--- config.mk ---
export PLATFORM = sky130hd
export DESIGN_NAME = fifo_rd_stream
export DESIGN_NICKNAME = d
export VERILOG_FILES = /design/src/rtl/fifo_rd_stream.sv
export SDC_FILE = /design/constraint.sdc
export NUM_CORES = 1
export LEC_CHECK = 0
export BUFFER_PORTS_ARGS = -buffer_cell sky130_fd_sc_hd__clkbuf_2
export CELL_PAD_IN_SITES_DETAIL_PLACEMENT = 2
export CELL_PAD_IN_SITES_GLOBAL_PLACEMENT = 2
export CORE_MARGIN = 5
export CORE_UTILIZATION = 34
export DETAILED_ROUTE_END_ITERATION = 12
export HOLD_SLACK_MARGIN = 0.03
export PLACE_DENSITY_LB_ADDON = 0.1
export SLEW_MARGIN = 20
export SYNTH_ARGS = -nofsm -noshare
export SYNTH_HDL_FRONTEND = slang
export SYNTH_SLANG_ARGS = --single-unit
export TNS_END_PERCENT = 30
--- constraint.sdc ---
create_clock -name rdclk -period 2.4 [get_ports rdclk]
set_clock_uncertainty 0.05 [all_clocks]
set_input_delay 0.36 -clock rdclk [delete_from_list [all_inputs] [get_ports rdclk]]
set_output_delay 0.36 -clock rdclk [all_outputs]
set_load 0.005 [all_outputs]
--- src/rtl/fifo_rd_stream.sv ---
// ---------------------------------------------------------------------------
// fifo_rd_stream
//
// Read-side drain stage for an asynchronous FIFO, living entirely in the read
// clock domain. Converts the FIFO pop/empty port (data valid one cycle after
// pop) into a valid/ready stream backed by a registered 2-entry buffer, and
// counts completed stream handshakes.
//
// Parameters:
//   DATA_WIDTH - width of a FIFO word / stream beat
//   CNT_WIDTH  - width of the delivered-word counter
//
// Ports:
//   rdclk    in   read-domain clock
//   rd_rst   in   asynchronous active-high reset
//   enable   in   permits new pops when high
//   empty    in   FIFO empty flag
//   pop      out  FIFO read request
//   data_out in   FIFO read data, valid the cycle after an accepted pop
//   m_data   out  stream data (head of the buffer)
//   m_valid  out  stream valid
//   m_ready  in   stream ready from the consumer
//   word_cnt out  number of completed stream handshakes (wraps)
// ---------------------------------------------------------------------------
module fifo_rd_stream #(
    parameter int DATA_WIDTH = 8,
    parameter int CNT_WIDTH  = 16
) (
    input  logic                  rdclk,
    input  logic                  rd_rst,
    input  logic                  enable,
    input  logic                  empty,
    output logic                  pop,
    input  logic [DATA_WIDTH-1:0] data_out,
    output logic [DATA_WIDTH-1:0] m_data,
    output logic                  m_valid,
    input  logic                  m_ready,
    output logic [CNT_WIDTH-1:0]  word_cnt
);

    logic [DATA_WIDTH-1:0] slot0_reg, slot0_next;
    logic [DATA_WIDTH-1:0] slot1_reg, slot1_next;
    logic [1:0]            occ_reg, occ_next;
    logic                  infl_reg;
    logic [CNT_WIDTH-1:0]  word_cnt_reg, word_cnt_next;

    logic                  drain;
    logic [1:0]            post_occ;
    logic [2:0]            pending;

    assign m_valid = (occ_reg != 2'd0);
    assign m_data  = slot0_reg;
    assign drain   = m_valid & m_ready;

    // Slots that will be committed once this cycle's drain and any in-flight
    // word are accounted for. Issuing a pop only while this is below 2 keeps
    // occ + infl <= 2, so a capture always finds a free slot.
    assign pending = {1'b0, occ_reg} + {2'b00, infl_reg} - {2'b00, drain};
    assign pop     = ~rd_rst & enable & ~empty & (pending < 3'd2);

    // Occupancy after the head leaves; drain implies occ >= 1, so no underflow.
    assign post_occ = occ_reg - {1'b0, drain};

    always_comb begin
        slot0_next    = slot0_reg;
        slot1_next    = slot1_reg;
        occ_next      = post_occ + {1'b0, infl_reg};
        word_cnt_next = word_cnt_reg;

        if (drain) begin
            slot0_next    = slot1_reg;
            word_cnt_next = word_cnt_reg + 1'b1;
        end

        // The arriving word goes to the first free slot after the shift;
        // this overrides the shift into slot0 when the buffer just emptied.
        if (infl_reg) begin
            if (post_occ == 2'd0) begin
                slot0_next = data_out;
            end else begin
                slot1_next = data_out;
            end
        end
    end

    always_ff @(posedge rdclk or posedge rd_rst) begin
        if (rd_rst) begin
            slot0_reg    <= '0;
            slot1_reg    <= '0;
            occ_reg      <= 2'd0;
            infl_reg     <= 1'b0;
            word_cnt_reg <= '0;
        end else begin
            slot0_reg    <= slot0_next;
            slot1_reg    <= slot1_next;
            occ_reg      <= occ_next;
            infl_reg     <= pop;
            word_cnt_reg <= word_cnt_next;
        end
    end

    assign word_cnt = word_cnt_reg;

endmodule

# Word-level counts from Yosys, hierarchy flattened

Index checks and enable logic that the tools add are counted.

Bits of input ports: 13
Bits in registers: 35
Word-level logic and storage cells: 24

Bitwise operators: 7
Add/subtract/negate cells: 5
Multiplexer cells: 3
Reductions and logical operators: 3
$lt $le $gt $ge: 1

Operators with widths:

| kind                  | count |
|---|---|
| $mux 8                | 3 |
| $add 16x1->16 const B | 1 |
| $and 1x1->1           | 4 |
| $add 2x1->3           | 1 |
| $lt 3x2->1 const B    | 1 |
| $not 1->1             | 3 |
| $sub 3x1->3           | 1 |
| $add 2x1->2           | 1 |
| $logic_not 2->1       | 1 |
| $reduce_and 2->1      | 1 |
| $reduce_bool 2->1     | 1 |
| $sub 2x1->2           | 1 |

# Depth between registers and ports, before layout

Depth after elaboration: 6
Depth in mapped cells: 7
Gate-level depth less buffers: 5

# Least setup slack after synthesis

Ideal clock, no wire load.

Kind: reg2out
From: register occ_reg[1]
To: output port pop
Arrival time: 1.893 ns
Stages on the path, launching flop included: 8
Required time: 1.990 ns
Path buffers: 2
Setup slack: 0.097 ns
Cells stage by stage: dfrtp_1 > buf_6 > o21ai_4 > buf_6 > nor2_1 > fa_1 > nand2_1 > nor4_1

Word-level cells in the longest chain between the ends: 5
Elaborated cells on any way between the ends: 6

Ends and longest elaborated chain:

| element                                             | line | RTL |
|---|---|---|
| start: declaration                                  | 43   | `logic [1:0] occ_reg, occ_next;` |
| start signal: assignment                            | 96   | `occ_reg <= occ_next;` |
| branches (longest 2 deep; another with $add 2x1->3) | n/a  |  |
| $sub 3x1->3 (*)                                     | 58   | `assign pending = {1'b0, occ_reg} + {2'b00, infl_reg} - {2'b00, drain};` |
| $lt 3x2->1 (*)                                      | 59   | `assign pop = ~rd_rst & enable & ~empty & (pending < 3'd2);` |
| $and 1x1->1 (*)                                     | 59   |  |
| end: declaration                                    | 33   | `output logic pop,` |

Mark *: on every way between the ends.

# Worst setup path after layout

From: register infl_reg
To: output port pop

Word-level cells in the longest chain between the ends: 4

Ends and longest elaborated chain:

| element                  | line | RTL |
|---|---|---|
| start: declaration       | 44   | `logic infl_reg;` |
| start signal: assignment | 97   | `infl_reg <= pop;` |
| $add 2x1->3              | 58   |  |
| $sub 3x1->3              | 58   |  |
| $lt 3x2->1               | 59   |  |
| $and 1x1->1              | 59   |  |

Every way passes these cells.

==> flow_metrics.tcl <==
set metrics [dict create \
    post_synth_xor_xnor_area_pct 9.79 \
    stdcell_count 236 \
    combPwrFrac_pct 24.6 \
    synthFlopType "sky130_fd_sc_hd__dfrtp_1" \
    synth_area_leaders "sky130_fd_sc_hd__dfrtp_1 54%, sky130_fd_sc_hd__xnor2_1 6.5%, sky130_fd_sc_hd__mux2_2 5.6%" \
    root_buffer "sky130_fd_sc_hd__clkbuf_8" \
    initial_core_util_pct 34.6 \
    drt_pre_antenna_iters 3 \
    dp_hpwl_mm 2.78 \
    buffer_ports.inserted 38 \
    chipWidth_microns 78.8 \
    max-slew-margin-rel_pct 61.0 \
    finalWirelength_mm 3.79 \
    cts-hold-fix-buffers 0 \
    grt_pass1_vias 1330 \
    total_leakage_power_nw 1.06 \
    num_rows 25 \
    synth.lib_cells_used.distinct 27 \
    power-per-cell-area_nw_per_um2 929 \
    die_y_microns 78.8 \
    design.final.nets 197 \
    vdd_drop_max_v 0.000363 \
    critical_path_class "flop to output pin" \
    drt_iter0_markers 16 \
    category_of_the_worst_setup_path_capture_point "output pin" \
    sw_frac_of_total_pct 28.9 \
    synth.avg_cell_area_sq_um 12.3 \
    dieArea_sq_um 6210 \
    grt_start_max_net_pins 36 \
    fin_crit_ns 2.32 \
    cts_made_buffers 5 \
    hold_viol 0 \
    synthAdderAreaFrac_pct 2.80 \
    finalMaxSlewViolations 0 \
    clockBufferDepth 2 \
    clkSlewWorstSetupHoldPaths_ns 0.07 \
    antenna_diode_count 0 \
    critical_path.startpoint_type "flop" \
    library_cell_with_the_largest_summed_area_after_synthesis "sky130_fd_sc_hd__dfrtp_1" \
    pwr-share-seq_pct 46.4 \
    outcome "completed" \
    tritoncts_num_sinks 35 \
    grt_met3_usage_pct 4.76 \
    synth-edff-count 0 \
    routedWlPerCell_microns 16.1 \
    min_period_over_period_pct 96.5 \
    global_route.overflow_total 0 \
    gp_congestion 0.750 \
    placed_cells_incl_taps 223 \
    unrepaired_setup_endpoints_after_global_routing "yes" \
    post_synth_instance_area_sq_um 1610 \
    grt_usage_pct 13.8 \
    grt.met1_usage_pct 15.6 \
    drc 0 \
    postLayoutCoreUtil_pct 43.7 \
    synthesized_area_fraction_occupied_by_ao_oa_aoi_and_oai_cells_pct 4.97 \
    final_antenna_net_count 0 \
    area.growth.synth_to_final_pct 26.6 \
    dominant_combinational_cell_family_by_area_after_synthesis "simple AND/OR/NAND/NOR gates" \
    ys_async_sr_fraction_pct 100 \
    f_max_mhz 432 \
    clockPowerShare_pct 29.0 \
    critical_path_arrival_ns 1.91 \
    tightest_slew_ns 0.584 \
    worstPathMaxFanout 3 \
    final_setup_viols 0 \
    cellInternalPower_w 0.00135 \
    synth_fp_nets 147 \
    grt_most_used_layer "met2" \
    synth_warnings 0 \
    avgViaCountPerCell 5.05 \
    netSwitchingPower_w 0.000547 \
    synth.mux.area_fraction_pct 10.6 \
    maxCapViolations 0 \
    grt_first_pass_wirelength_mm 6.53 \
    clock_latency_ns 0.28 \
    totalNegativeSetupSlack_ns 0 \
    leading_cell_type_by_number_of_instances_after_synthesis "sky130_fd_sc_hd__dfrtp_1" \
    postSynthRegisterBits 35 \
    ios 39 \
    cp.required_ns 1.99 \
    drive_above_1_share_pct 40.7 \
    tritoncts_clock_tree "done" \
    netlist.area_leader.share_pct 54.4 \
    antenna_found_initial 0 \
    grtUsageMet2_pct 24.1 \
    netlist_top_cells_count "35 x sky130_fd_sc_hd__dfrtp_1, 17 x sky130_fd_sc_hd__nand2_1, 12 x sky130_fd_sc_hd__xnor2_1" \
    post_synth_and_or_nand_nor_area_fraction_pct 15.2 \
    coreArea_sq_um 4660 \
    synth_seq_area_share_pct 54.4 \
    ctsHtreeMaxLevel 2 \
    max_reg_flops 16 \
    hold_path_class "input port to asynchronous set/reset pin" \
    synth_cells 131 \
    routed-via-count 1191 \
    fin_worst_hold_slack_ns 0.155 \
]
==> cell usage in the layout, fill, tap and decap left out, types with 2 or more instances in the layout <==
master                      n
sky130_fd_sc_hd__clkbuf_8   6
sky130_fd_sc_hd__dfrtp_2    2
sky130_fd_sc_hd__buf_4      8
sky130_fd_sc_hd__xnor2_1   12
sky130_fd_sc_hd__xor2_1     6
sky130_fd_sc_hd__and3_1     2
sky130_fd_sc_hd__ha_1       2
sky130_fd_sc_hd__inv_1      2
sky130_fd_sc_hd__clkbuf_2  37
sky130_fd_sc_hd__nor2_1     2
sky130_fd_sc_hd__o21ai_4    2
sky130_fd_sc_hd__o21ai_0    8
sky130_fd_sc_hd__nand2_1   16
sky130_fd_sc_hd__nor2_4     2
sky130_fd_sc_hd__dfrtp_1   33
sky130_fd_sc_hd__nor2b_1    2
sky130_fd_sc_hd__nand4_1    5
sky130_fd_sc_hd__mux2i_1    8
sky130_fd_sc_hd__mux2_2     8
sky130_fd_sc_hd__nand3_1    5
==> logic make-up (layout without fill, tap and decap cells) <==
group	Yosys count	in the layout
mux	16	16
simple gates	43	43
compound gates	11	11
fa+ha+maj	3	3
flops	35	35
xor+xnor	18	18
buf+inv	5	56
==> worst paths after layout <==
path / slack (ns) / from / end / cells past startpoint
setup / recovery: 0.08 / infl_reg$_DFF_PP0_ / pop / 6
hold / removal: 0.16 / rd_rst / m_data[3]$_DFF_PP0_ / 3
setup reg to reg: 0.68 / infl_reg$_DFF_PP0_ / infl_reg$_DFF_PP0_ / 6
hold reg to reg: 0.42 / word_cnt[15]$_DFFE_PP0P_ / word_cnt[15]$_DFFE_PP0P_ / 1
max in group asynchronous: 1.81 / rd_rst / occ_reg[0]$_DFF_PP0_ / 3
min in group rdclk: 0.24 / data_out[0] / m_data[0]$_DFF_PP0_ / 3
==> metrics by stage <==
stage               cell area (sq um)  total power [W]  worst slack, ns
floorplan                        1610          0.00114           0.0966
global placement                 1860          0.00130            0.225
detailed placement               1860          0.00134            0.136
CTS                              2020          0.00192          0.00136
global route                     2040          0.00204          -0.0728
finish                           2040          0.00189           0.0848
==> layout make-up <==
type | instances | area, sq um
clock buffer | 6 | 82.6
clock inverter | 2 | 35.0
fill | 484 | 2620
inverter | 2 | 7.51
multi-input combinational | 91 | 717
sequential | 35 | 878
tap | 54 | 67.6
timing repair buffer | 46 | 250
==> critical path: stages, from the launching register on <==
cell	delay [ns]
sky130_fd_sc_hd__dfrtp_2	0.42
sky130_fd_sc_hd__xor2_1	0.13
sky130_fd_sc_hd__nand2_1	0.09
sky130_fd_sc_hd__fa_1	0.53
sky130_fd_sc_hd__nand2_2	0.07
sky130_fd_sc_hd__nor4_4	0.22
sky130_fd_sc_hd__buf_2	0.15
==> power by group through the flow <==
| stage | logic (W) | registers [W] | clock network, W |
|---|---|---|---|
| after global routing | 0.000528 | 0.000911 | 0.000597 |
| after detailed placement | 0.000446 | 0.000898 | 0 |
| after floorplan | 0.000264 | 0.000875 | 0 |
| final | 0.000466 | 0.000879 | 0.000549 |
| after CTS | 0.000471 | 0.000882 | 0.000572 |
| after global placement | 0.000419 | 0.000882 | 0 |
==> timing repair <==
action                     in CTS  in global routing
resized for setup               4                  3
pin swaps                       5                  2
setup endpoints to repair       1                  1
buffers inserted                4                  1
==> per-layer routing <==
layer,vias to the layer above,part of all wire [%]
met5,-,0
met4,0,1.2
met3,6,5.3
met2,30,53
met1,610,40
li1,545,-
No activity file was read; power rests on OpenSTA's default activity.
